--- config.mk ---
export PLATFORM = sky130hd
export DESIGN_NAME = pkt_router_param
export DESIGN_NICKNAME = d
export VERILOG_FILES = /design/src/rtl/router_pkg.sv /design/src/rtl/router_fifo_param.sv /design/src/rtl/pkt_router_param.sv
export SDC_FILE = /design/constraint.sdc
export NUM_CORES = 1
export LEC_CHECK = 0
export CORE_MARGIN = 10
export CORE_UTILIZATION = 50
export CTS_CLUSTER_DIAMETER = 80
export DETAILED_ROUTE_END_ITERATION = 10
export GPL_ROUTABILITY_DRIVEN = 0
export PLACE_DENSITY = 0.67
export SLEW_MARGIN = 10
export SYNTH_ARGS = -nofsm -noshare
export SYNTH_HDL_FRONTEND = slang
export SYNTH_SLANG_ARGS = --single-unit
--- constraint.sdc ---
create_clock -name clk -period 6.4 [get_ports clk]
set_input_delay 0.64 -clock clk [delete_from_list [all_inputs] [get_ports clk]]
set_output_delay 0.64 -clock clk [all_outputs]
set_load 0.01 [all_outputs]
--- src/rtl/router_pkg.sv ---
// Shared definitions for the parametrised packet router: header field layout,
// FSM state encoding and a constant-evaluable clog2 helper.
package router_pkg;

  // Header layout: dest in the low bits, payload length above it.
  localparam int unsigned ADDR_LSB = 0;
  localparam int unsigned ADDR_W   = 2;
  localparam int unsigned LEN_LSB  = 2;

  // Input FSM states. A header waiting on a full FIFO stays in StIdle with busy high.
  localparam logic [2:0] StIdle    = 3'd0;
  localparam logic [2:0] StPayload = 3'd1;
  localparam logic [2:0] StParity  = 3'd2;
  localparam logic [2:0] StCheck   = 3'd3;
  localparam logic [2:0] StDrop    = 3'd4;

  // Ceiling log2; returns 0 for v <= 1.
  function automatic int unsigned clog2(input int unsigned v);
    int unsigned r;
    r = 0;
    for (int unsigned i = 0; i < 32; i++) begin
      if ((32'd1 << i) < v) r = i + 1;
    end
    return r;
  endfunction

endpackage

--- src/rtl/router_fifo_param.sv ---
// Per-channel output FIFO: first-word-fall-through head, registered count,
// and a flush that empties prior contents while still keeping a same-cycle push.
module router_fifo_param
  import router_pkg::*;
#(
  parameter int unsigned DW    = 8,
  parameter int unsigned DEPTH = 16,
  localparam int unsigned AW   = clog2(DEPTH),
  localparam int unsigned CW   = AW + 1
) (
  input  logic          clk,
  input  logic          resetn,
  input  logic          i_push,
  input  logic [DW-1:0] i_wdata,
  input  logic          i_pop,
  input  logic          i_flush,
  output logic [DW-1:0] o_dout,
  output logic [CW-1:0] o_count,
  output logic          o_full,
  output logic          o_empty
);

  logic [DW-1:0] r_mem [DEPTH];
  logic [AW-1:0] r_wr_ptr;
  logic [AW-1:0] r_rd_ptr;
  logic [CW-1:0] r_count;
  logic          w_do_push;
  logic          w_do_pop;

  assign o_full    = (r_count == CW'(DEPTH));
  assign o_empty   = (r_count == '0);
  assign o_count   = r_count;
  assign o_dout    = o_empty ? '0 : r_mem[r_rd_ptr];
  assign w_do_push = i_push && !o_full;
  // A flush discards the head anyway, so a coincident pop has nothing to do.
  assign w_do_pop  = i_pop && !o_empty && !i_flush;

  // Storage array; contents are qualified by count, so no reset is needed.
  always_ff @(posedge clk) begin
    if (w_do_push) r_mem[r_wr_ptr] <= i_wdata;
  end

  // Pointer and occupancy update; pointers wrap naturally at DEPTH (power of 2).
  always_ff @(posedge clk) begin
    if (!resetn) begin
      r_wr_ptr <= '0;
      r_rd_ptr <= '0;
      r_count  <= '0;
    end else begin
      if (w_do_push) r_wr_ptr <= r_wr_ptr + 1'b1;
      if (i_flush) begin
        // Old write pointer becomes the head, so a same-cycle push survives.
        r_rd_ptr <= r_wr_ptr;
        r_count  <= CW'(w_do_push);
      end else begin
        if (w_do_pop) r_rd_ptr <= r_rd_ptr + 1'b1;
        case ({w_do_push, w_do_pop})
          2'b10:   r_count <= r_count + 1'b1;
          2'b01:   r_count <= r_count - 1'b1;
          default: r_count <= r_count;
        endcase
      end
    end
  end

endmodule

--- src/rtl/pkt_router_param.sv ---
// N-channel byte-serial packet router: parses header/payload/parity, steers
// bytes into per-channel FIFOs with back-pressure, drops bad addresses,
// detects truncation and parity errors, and flushes channels left unread.
module pkt_router_param
  import router_pkg::*;
#(
  parameter int unsigned DW      = 8,
  parameter int unsigned NCH     = 3,
  parameter int unsigned DEPTH   = 16,
  parameter int unsigned TIMEOUT = 30
) (
  input  logic              clk,
  input  logic              resetn,
  input  logic              i_pkt_valid,
  input  logic [DW-1:0]     i_din,
  output logic              o_busy,
  input  logic [NCH-1:0]    i_rd_en,
  output logic [NCH*DW-1:0] o_dout,
  output logic [NCH-1:0]    o_vldout,
  output logic              o_err_par,
  output logic              o_err_trunc,
  output logic [NCH-1:0]    o_flush,
  output logic [7:0]        o_err_cnt
);

  localparam int unsigned LW = DW - LEN_LSB;
  localparam int unsigned CW = clog2(DEPTH) + 1;
  localparam int unsigned TW = clog2(TIMEOUT + 1);

  logic [2:0]        r_state;
  logic [2:0]        w_state_d;
  logic [ADDR_W-1:0] r_dest;
  logic [LW-1:0]     r_len;
  logic [DW-1:0]     r_par_acc;
  logic [DW-1:0]     r_recv_par;
  logic [7:0]        r_err_cnt;

  logic [ADDR_W-1:0] w_hdr_dest;
  logic [LW-1:0]     w_hdr_len;
  logic              w_hdr_ok;
  logic [ADDR_W-1:0] w_cur_dest;
  logic [NCH-1:0]    w_full;
  logic [NCH-1:0]    w_empty;
  logic [NCH-1:0]    w_push;
  logic [NCH-1:0]    w_flush;
  logic [3:0]        w_full_pad;
  logic              w_dst_full;
  logic              w_busy;
  logic              w_accept;
  logic              w_wr;
  logic              w_trunc;
  logic              w_par_err;
  logic [8:0]        w_err_sum;

  assign w_hdr_dest = i_din[ADDR_LSB +: ADDR_W];
  assign w_hdr_len  = i_din[LEN_LSB +: LW];
  assign w_hdr_ok   = (32'(w_hdr_dest) < NCH);
  // In StIdle the destination comes straight off the header byte on the bus.
  assign w_cur_dest = (r_state == StIdle) ? w_hdr_dest : r_dest;
  // Pad to the full 2-bit address space so an out-of-range dest indexes a zero.
  assign w_full_pad = 4'(w_full);
  assign w_dst_full = w_full_pad[w_cur_dest];
  assign w_accept   = i_pkt_valid && !w_busy;

  // Input stall: one bubble in StCheck, or the target FIFO is full.
  always_comb begin
    w_busy = 1'b0;
    case (r_state)
      StIdle:              w_busy = i_pkt_valid && w_hdr_ok && w_dst_full;
      StPayload, StParity: w_busy = w_dst_full;
      StCheck:             w_busy = 1'b1;
      default:             w_busy = 1'b0;
    endcase
  end

  // Next-state, FIFO write strobe and error pulse decode.
  always_comb begin
    w_state_d = r_state;
    w_wr      = 1'b0;
    w_trunc   = 1'b0;
    w_par_err = 1'b0;
    case (r_state)
      StIdle: begin
        if (w_accept) begin
          w_wr = w_hdr_ok;
          if (!w_hdr_ok)             w_state_d = StDrop;
          else if (w_hdr_len == '0)  w_state_d = StParity;
          else                       w_state_d = StPayload;
        end
      end
      StPayload: begin
        if (!i_pkt_valid) begin
          w_trunc   = 1'b1;
          w_state_d = StIdle;
        end else if (w_accept) begin
          w_wr = 1'b1;
          if (r_len == LW'(1)) w_state_d = StParity;
        end
      end
      StParity: begin
        if (!i_pkt_valid) begin
          w_trunc   = 1'b1;
          w_state_d = StIdle;
        end else if (w_accept) begin
          w_wr      = 1'b1;
          w_state_d = StCheck;
        end
      end
      StCheck: begin
        w_par_err = (r_par_acc != r_recv_par);
        w_state_d = StIdle;
      end
      StDrop: begin
        if (!i_pkt_valid) begin
          w_trunc   = 1'b1;
          w_state_d = StIdle;
        end else if (w_accept && r_len == '0) begin
          w_state_d = StIdle;
        end
      end
      default: w_state_d = StIdle;
    endcase
  end

  // FSM state and per-packet context (dest, remaining length, parity).
  always_ff @(posedge clk) begin
    if (!resetn) begin
      r_state    <= StIdle;
      r_dest     <= '0;
      r_len      <= '0;
      r_par_acc  <= '0;
      r_recv_par <= '0;
    end else begin
      r_state <= w_state_d;
      case (r_state)
        StIdle: begin
          if (w_accept) begin
            r_dest    <= w_hdr_dest;
            r_len     <= w_hdr_len;
            r_par_acc <= i_din;
          end
        end
        StPayload: begin
          if (w_accept) begin
            r_par_acc <= r_par_acc ^ i_din;
            r_len     <= r_len - 1'b1;
          end
        end
        StParity: begin
          if (w_accept) r_recv_par <= i_din;
        end
        StDrop: begin
          if (w_accept && r_len != '0) r_len <= r_len - 1'b1;
        end
        default: ;
      endcase
    end
  end

  assign w_err_sum = {1'b0, r_err_cnt} + 9'(w_par_err) + 9'(w_trunc);

  // Sticky saturating error counter.
  always_ff @(posedge clk) begin
    if (!resetn) r_err_cnt <= '0;
    else         r_err_cnt <= w_err_sum[8] ? 8'hFF : w_err_sum[7:0];
  end

  for (genvar i = 0; i < NCH; i++) begin : g_ch
    logic [CW-1:0] w_count;
    logic [TW-1:0] r_tmr;

    router_fifo_param #(
      .DW    (DW),
      .DEPTH (DEPTH)
    ) u_fifo (
      .clk     (clk),
      .resetn  (resetn),
      .i_push  (w_push[i]),
      .i_wdata (i_din),
      .i_pop   (i_rd_en[i]),
      .i_flush (w_flush[i]),
      .o_dout  (o_dout[i*DW +: DW]),
      .o_count (w_count),
      .o_full  (w_full[i]),
      .o_empty (w_empty[i])
    );

    assign w_push[i]   = w_wr && (w_cur_dest == ADDR_W'(i));
    assign w_flush[i]  = (r_tmr == TW'(TIMEOUT));
    assign o_vldout[i] = (w_count != '0);

    // Idle-read timer: counts unread cycles on a non-empty channel.
    always_ff @(posedge clk) begin
      if (!resetn)                                  r_tmr <= '0;
      else if (w_empty[i] || i_rd_en[i] || w_flush[i]) r_tmr <= '0;
      else                                          r_tmr <= r_tmr + 1'b1;
    end
  end

  assign o_busy      = w_busy;
  assign o_err_par   = w_par_err;
  assign o_err_trunc = w_trunc;
  assign o_flush     = w_flush;
  assign o_err_cnt   = r_err_cnt;

endmodule

==> results of run 1 <==
==> power by group through the flow <==
stage	clock network [mW]	registers [mW]	logic (mW)
after detailed placement	0	3.69	1.74
after global placement	0	3.69	1.72
after global routing	2.95	3.65	1.89
final	2.78	3.63	1.72
after CTS	2.83	3.63	1.75
after floorplan	0	3.63	1.22
==> cells in the final DEF, fill, tap and decap left out, types with 6 or more instances in the layout <==
cell type,netlist,routed
sky130_fd_sc_hd__edfxtp_1,384,384
sky130_fd_sc_hd__mux4_2,120,120
sky130_fd_sc_hd__dfxtp_1,101,98
sky130_fd_sc_hd__nor2_1,84,84
sky130_fd_sc_hd__nand2_1,62,62
sky130_fd_sc_hd__a21oi_1,50,50
sky130_fd_sc_hd__clkbuf_16,0,50
sky130_fd_sc_hd__and2_1,46,46
sky130_fd_sc_hd__clkdlybuf4s50_1,0,46
sky130_fd_sc_hd__xor2_1,40,40
sky130_fd_sc_hd__ha_1,36,36
sky130_fd_sc_hd__o21ai_0,34,34
sky130_fd_sc_hd__inv_1,28,28
sky130_fd_sc_hd__buf_4,4,23
sky130_fd_sc_hd__mux2i_1,21,21
sky130_fd_sc_hd__nand3_1,20,20
sky130_fd_sc_hd__nor2b_1,18,18
sky130_fd_sc_hd__a211oi_1,14,14
sky130_fd_sc_hd__nor3_1,14,12
sky130_fd_sc_hd__or3_1,12,12
sky130_fd_sc_hd__xnor2_1,11,11
sky130_fd_sc_hd__nor4_1,9,9
sky130_fd_sc_hd__nand4_1,9,9
sky130_fd_sc_hd__clkbuf_1,47,9
sky130_fd_sc_hd__clkinv_1,1,8
sky130_fd_sc_hd__clkinv_2,0,8
sky130_fd_sc_hd__buf_2,5,8
sky130_fd_sc_hd__nand2b_1,6,6
sky130_fd_sc_hd__and3_1,6,6
==> cell type report <==
cell class	instances	area, sq um	share of cell area, %
Sequential cell	485	13560	59.20
Tap cell	525	656.9	2.868
Clock buffer	61	1313	5.731
Multi-Input combinational cell	678	6342	27.69
Inverter	31	116.4	0.5081
Clock inverter	25	242.7	1.060
Timing Repair Buffer	77	673.1	2.939
==> critical path, stage by stage, from the launching register on <==
cell and delay [ns]:
sky130_fd_sc_hd__dfxtp_2 0.67, sky130_fd_sc_hd__buf_4 0.45, sky130_fd_sc_hd__mux4_2 0.59, sky130_fd_sc_hd__mux4_2 0.46, sky130_fd_sc_hd__and2_1 0.19, sky130_fd_sc_hd__clkdlybuf4s50_1 0.49
==> state kept, by name, summed over array words and instances, names as in the netlist, 6 cells and up, named ones only <==
register and cells:
g_ch.u_fifo.r_mem 384, g_ch.r_tmr 15, g_ch.u_fifo.o_count 15, g_ch.u_fifo.r_rd_ptr 12
g_ch.u_fifo.r_wr_ptr 12, o_err_cnt 8, r_par_acc 8, r_recv_par 8
r_len 6
==> worst max path at each step <==
stage / start / to / slack, ns / cells after the start
global placement: i_din[1] / g_ch[2].u_fifo.o_count[4] / 1.85 / 14
detailed placement: i_din[1] / g_ch[2].u_fifo.o_count[4] / 1.76 / 14
finish: register / o_dout[16] / 2.32 / 5
floorplan: i_din[0] / g_ch[1].u_fifo.o_count[4] / 2.53 / 14
CTS: register / o_dout[16] / 2.18 / 5
global route: register / o_dout[16] / 2.08 / 5
==> kinds of logic (layout without fill, tap and decap cells) <==
group,Yosys count,count (layout),synth area share (%)
flip-flops,485,485,66.75
AND/OR/NAND/NOR,308,308,7.845
AO/OA/AOI/OAI,141,141,4.480
multiplexers,141,141,14.35
buffers and inverters,104,194,2.064
XOR/XNOR,51,51,2.200
adder cells (fa/ha/maj),37,37,2.317
==> through the flow <==
stage	util [%]	cells	power, mW	cell area [sq um]	hold WS [ns]
after detailed placement	53.45	1796	5.439	21340	0.4482
after global placement	53.45	1796	5.414	21340	0.4431
after floorplan	-	1267	4.855	20300	0.4297
final	57.37	1882	8.120	22900	0.4555
after global routing	57.37	1882	8.492	22900	0.4869
after CTS	57.35	1882	8.212	22890	0.4619
==> metal layers <==
layer  up-vias  GRT usage, %  wire, um
li1       4988             -         -
met1      5526         22.84     18340
met2       237         27.45     19960
met3        71         3.282      2005
met4         2         4.614       969
met5         -             0        13
==> qor.yml, run 1 <==
run_status: "completed"
netlist.area_leader.share_pct: 56.79
number_of_instances_in_the_synthesized_netlist: 1267
yosys-top-cells-count: "384 x sky130_fd_sc_hd__edfxtp_1, 120 x sky130_fd_sc_hd__mux4_2, 101 x sky130_fd_sc_hd__dfxtp_1"
synth.avg_cell_area_sq_um: 16.03
antennaDiodeCount: 0
initialDrtViolationCount: 786
count_of_flip_flops_with_a_built_in_enable_after_synthesis: 384
num_io_pins: 55
power_switching_mw: 2.161
timing.critical_path.arrival_ns: 3.44
rows: 73
setup-tns-final_ns: 0
cts-root-buf: "sky130_fd_sc_hd__clkbuf_16"
worst_pin_slew_ns: 1.227
grt_first_pass_wirelength_mm: 65.38
hold-path-cell-count: 1
drt-pass1-iter-count: 4
seqPwrFrac_pct: 44.7
worst_skew_pair.late_latency_ns: 0.58
relSlewSlack_pct: 17.59
power.clock.fraction_pct: 34.2
critical_path_peak_fanout: 18
overflow: 0
cts_made_buffers: 48
seq_area_frac_synth_pct: 66.75
power_leakage_nw: 7.505
cell_type_contributing_the_most_total_cell_area_after_synthesis: "sky130_fd_sc_hd__edfxtp_1"
yosys-top-cells-area: "sky130_fd_sc_hd__edfxtp_1 57%, sky130_fd_sc_hd__mux4_2 13%, sky130_fd_sc_hd__dfxtp_1 10%"
clk_pin_slew_worst_paths_ns: 0.06
post-route-drc-count: 0
final.setup.worst_slack_ns: 2.321
final_hold_viol_count: 0
post_cts_hold_buffer_count: 0
timing.clock.skew_ns: 0.01463
floorplan.initialDensity_pct: 50.87
core_area_sq_mm: 0.03991
crit-reg2reg-launch: "r_state[1]"
power_density_mw_per_mm2: 354.6
cts_tree: "yes"
synth_most_common_cell: "sky130_fd_sc_hd__edfxtp_1"
grt_antenna_before_repair: 1
cp-end-kind: "primary output"
switching_share_pct: 26.61
hpwl_after_detailed_placement_mm: 25.35
power.internal_mw: 5.959
mappedNetlistNets: 1318
worst_hold_path_type: "reg -> reg"
final_antenna_net_count: 0
dieHeight_um: 221.5
postRouteWirelength_mm: 41.29
comb_power_share_pct: 21.2
die_area_sq_mm: 0.04907
hold_path_startpoint: "g_ch[1].r_tmr[0]"
min_to: "g_ch[1].r_tmr[0]"
detail_route.wl_per_cell_um: 21.94
synth_area_sq_mm: 0.02030
clock_tree.buffer_depth: 3
postCtsResizedCells: 0
first_global_vias: 11160
area.growth.synth_to_final_pct: 12.79
setup_viol: 0
setup.worst_path.class: "reg -> out"
peakVddDrop_v: 0.0002649
cp_data_required_time_ns: 5.76
rsz0062_at_grt: "false"
startpoint_type: "register"
tritoncts_num_sinks: 485
critical_path.reg2reg.endpoint: "g_ch[1].u_fifo.o_count[4]"
fill_cells: 3028
die_w_um: 221.5
clock_tree.htree_level_count: 2
place.port_buffers: 54
cts_setup_buffers: 0
cap_violations: 0
layout-drive-gt1-share_pct: 17.61
synth_seq_cells: 485
preCtsSetupSlack_ns: 1.755
period_minus_slack_ns: 4.079
dominantRegCellSynth: "sky130_fd_sc_hd__edfxtp_1"
num_vias: 10820
setup.reg_to_reg.worst_slack_ns: 2.34
min_period_over_period_pct: 63.73
grt_max_degree: 55
ys_warn_count: 0
synth_cell_type_count: 63
detail_route.vias_per_cell: 5.751
num-nets-final: 1372
async_reset_ff_share_pct: 0
ff2ff_path_depth: 13
grt_usage_pct: 16.89
clock.fmax_ghz: 0.2452
finalMaxSlewViolations: 0
(Power assumes the default switching activity.)
==> inputs of run 2 (changes only) <==
--- a/config.mk
+++ b/config.mk
@@ -10,7 +10,7 @@
 export CTS_CLUSTER_DIAMETER = 80
 export DETAILED_ROUTE_END_ITERATION = 10
 export GPL_ROUTABILITY_DRIVEN = 0
-export PLACE_DENSITY = 0.67
+export PLACE_DENSITY = 0.69
 export SLEW_MARGIN = 10
 export SYNTH_ARGS = -nofsm -noshare
 export SYNTH_HDL_FRONTEND = slang
==> constraint.sdc (replaced) <==
create_clock -name clk -period 3.3 [get_ports clk]
set_input_delay 0.33 -clock clk [delete_from_list [all_inputs] [get_ports clk]]
set_output_delay 0.33 -clock clk [all_outputs]
set_load 0.01 [all_outputs]
==> qor.yml, run 2 (same netlist as run 1, synthesis figures left out) <==
grt_first_pass_wirelength_mm: 68.53  # +4.8%
num_io_pins: 55  # unchanged
timing.clock.skew_ns: 0.01482  # +0.0001888 ns
detail_route.vias_per_cell: 5.794  # +0.75%
final-seq-area_sq_mm: 0.01357  # +0.10%
cts_tree: "yes"
crit_family: "multiplexers"
detailed_place.area_sq_mm: 0.02178  # +2.1%
worst_pin_slew_ns: 0.6598  # -0.5669 ns
period_minus_slack_ns: 3.207
critPathMostFrequentCell: "sky130_fd_sc_hd__mux4_2"
peakVddDrop_v: 0.0004236  # +60%
power_total_mw: 16.47  # +100%
cp-end-kind: "primary output"
run_status: "completed"
core_area_sq_mm: 0.03991  # unchanged
drt-pass1-iter-count: 5  # +1
cp_data_required_time_ns: 2.97  # -2.79 ns
floorplan.initialDensity_pct: 50.87  # unchanged
setup-tns-final_ns: 0  # unchanged
area.growth.synth_to_final_pct: 16.50
worst_skew_pair.late_latency_ns: 0.59  # about the same
grt_usage_pct: 17.76  # +0.88 points
die_w_um: 221.5  # unchanged
final_common_cell: "sky130_fd_sc_hd__edfxtp_1"
first_global_vias: 11390  # +2.0%
relSlewSlack_pct: 55.95  # +38 points
hpwl_after_detailed_placement_mm: 26.48  # +4.5%
grt_max_degree: 55  # unchanged
post-route-drc-count: 0  # unchanged
final.setup.worst_slack_ns: 0.09291  # -2.228 ns
final.hold.worst_slack_ns: 0.1965  # -0.2589 ns
overflow: 0  # unchanged
layout-drive-gt1-share_pct: 22.11  # +4.5 points
tritoncts_num_sinks: 485  # unchanged
clock_tree.buffer_depth: 3  # unchanged
cap_violations: 0  # unchanged
setup_viol: 0  # unchanged
non_filler_cell_area_final_sq_mm: 0.02365  # +3.3%
timing.critical_path.arrival_ns: 2.88  # -0.56 ns
largest_register_ffs: 384  # unchanged
cp.buffers_inverters: 2  # unchanged
clock_tree.htree_level_count: 2  # unchanged
num_vias: 11280  # +4.2%
ordered_list_of_cells_on_the_worst_path: "buf_16 > mux4_2 > mux4_2 > and2_1 > clkdlybuf4s50_1"
regMostFlops: "g_ch.u_fifo.r_mem"
final_antenna_net_count: 0  # unchanged
num-nets-final: 1430  # +4.2%
detail_route.wl_per_cell_um: 22.46  # +2.4%
min_period_over_period_pct: 97.18
grt_antenna_before_repair: 1  # unchanged
fill_cells: 2952  # -2.5%
setup.worst_path.class: "reg -> out"
dieHeight_um: 221.5  # unchanged
die_area_sq_mm: 0.04907  # unchanged
multi_input_area_sq_mm: 0.006394  # +0.81%
cts-root-buf: "sky130_fd_sc_hd__clkbuf_16"
startpoint_type: "register"
worst_hold_path_type: "in -> reg"
final_hold_viol_count: 0  # unchanged
clock.fmax_ghz: 0.3118
power_leakage_nw: 8.037  # +7.1%
preCtsSetupSlack_ns: 0.01490  # -1.740 ns
initialDrtViolationCount: 909  # +16%
place.port_buffers: 54  # unchanged
cts_made_buffers: 49  # +2.1%
clk_pin_slew_worst_paths_ns: 0.06  # about the same
critical_path_peak_fanout: 16  # -2
rows: 73  # unchanged
crit_slowest_cell: "sky130_fd_sc_hd__mux4_2"
power_density_mw_per_mm2: 696.4  # +96%
worst_path_largest_cell_delay_ns: 0.56  # -0.11 ns
postRouteWirelength_mm: 43.70  # +5.9%
finalMaxSlewViolations: 0  # unchanged
layout_common_cells: "384 x sky130_fd_sc_hd__edfxtp_1, 120 x sky130_fd_sc_hd__mux4_2, 95 x sky130_fd_sc_hd__dfxtp_1"
run 2: final cells by class:
| cell class | instances | area share (%) |
|---|---|---|
| clock buffer | 55 | 5.279 |
| clock inverter | 37 | 1.719 |
| antenna | 1 | 0.01058 |
| multi-input combinational | 678 | 27.03 |
| tap | 525 | 2.777 |
| timing repair buffer | 134 | 5.321 |
| sequential | 485 | 57.37 |
| inverter | 31 | 0.4919 |
run 2: worst register-to-register path, stage by stage (launching register included):
cell and delay, ns:
sky130_fd_sc_hd__dfxtp_4 0.37, sky130_fd_sc_hd__or4b_4 0.54, sky130_fd_sc_hd__and2_4 0.19, sky130_fd_sc_hd__a2111oi_4 0.31
sky130_fd_sc_hd__inv_2 0.10, sky130_fd_sc_hd__ha_4 0.21, sky130_fd_sc_hd__xor2_1 0.16, sky130_fd_sc_hd__ha_1 0.18
sky130_fd_sc_hd__a21oi_1 0.08, sky130_fd_sc_hd__o21bai_1 0.16, sky130_fd_sc_hd__a22oi_1 0.08, sky130_fd_sc_hd__o221a_2 0.29
sky130_fd_sc_hd__or3_1 0.32, sky130_fd_sc_hd__a21oi_1 0.15
run 2: worst paths after layout:
| kind | startpoint | slack [ns] | endpoint | cells after the start |
|---|---|---|---|---|
| setup / recovery | register | 0.09 | o_dout[14] | 5 |
| hold / removal | i_din[2] | 0.20 | g_ch[0].u_fifo.r_mem[0][2] | 1 |
| setup reg to reg | r_state[1] | 0.10 | g_ch[2].u_fifo.o_count[4] | 13 |
| hold reg to reg | g_ch[0].r_tmr[0] | 0.45 | g_ch[0].r_tmr[0] | 1 |
run 2: metrics by stage:
step / cells / util [%]
2_1_floorplan: 1267 / -
3_3_place_gp: 1846 / 54.56
3_5_place_dp: 1846 / 54.56
4_1_cts: 1947 / 59.25
5_1_grt: 1945 / 59.26
6_report: 1946 / 59.26
run 2: power by group:
group | total, mW | internal [mW] | switching (mW)
Combinational | 3.75 | 1.91 | 1.84
Clock | 5.69 | 3.36 | 2.33
Sequential | 7.03 | 6.80 | 0.229
Total | 16.5 | 12.1 | 4.40
run 2: metal layers:
metal  vias up  track usage (%)  share of wire [%]
met2       368            28.12                 48
li1       5114                -                  -
met1      5732            24.11                 43
met5         -                0                  0
met4         0            4.636                2.0
met3        62            4.442                6.8
run 2: timing repair:
item,CTS,global route
endpoints found under the hold margin,0,0
cloned,6,0
gates resized for setup,26,16
pin swaps,0,1
endpoints found under the setup margin,16,9
hold buffers,0,0
buffers inserted,3,0
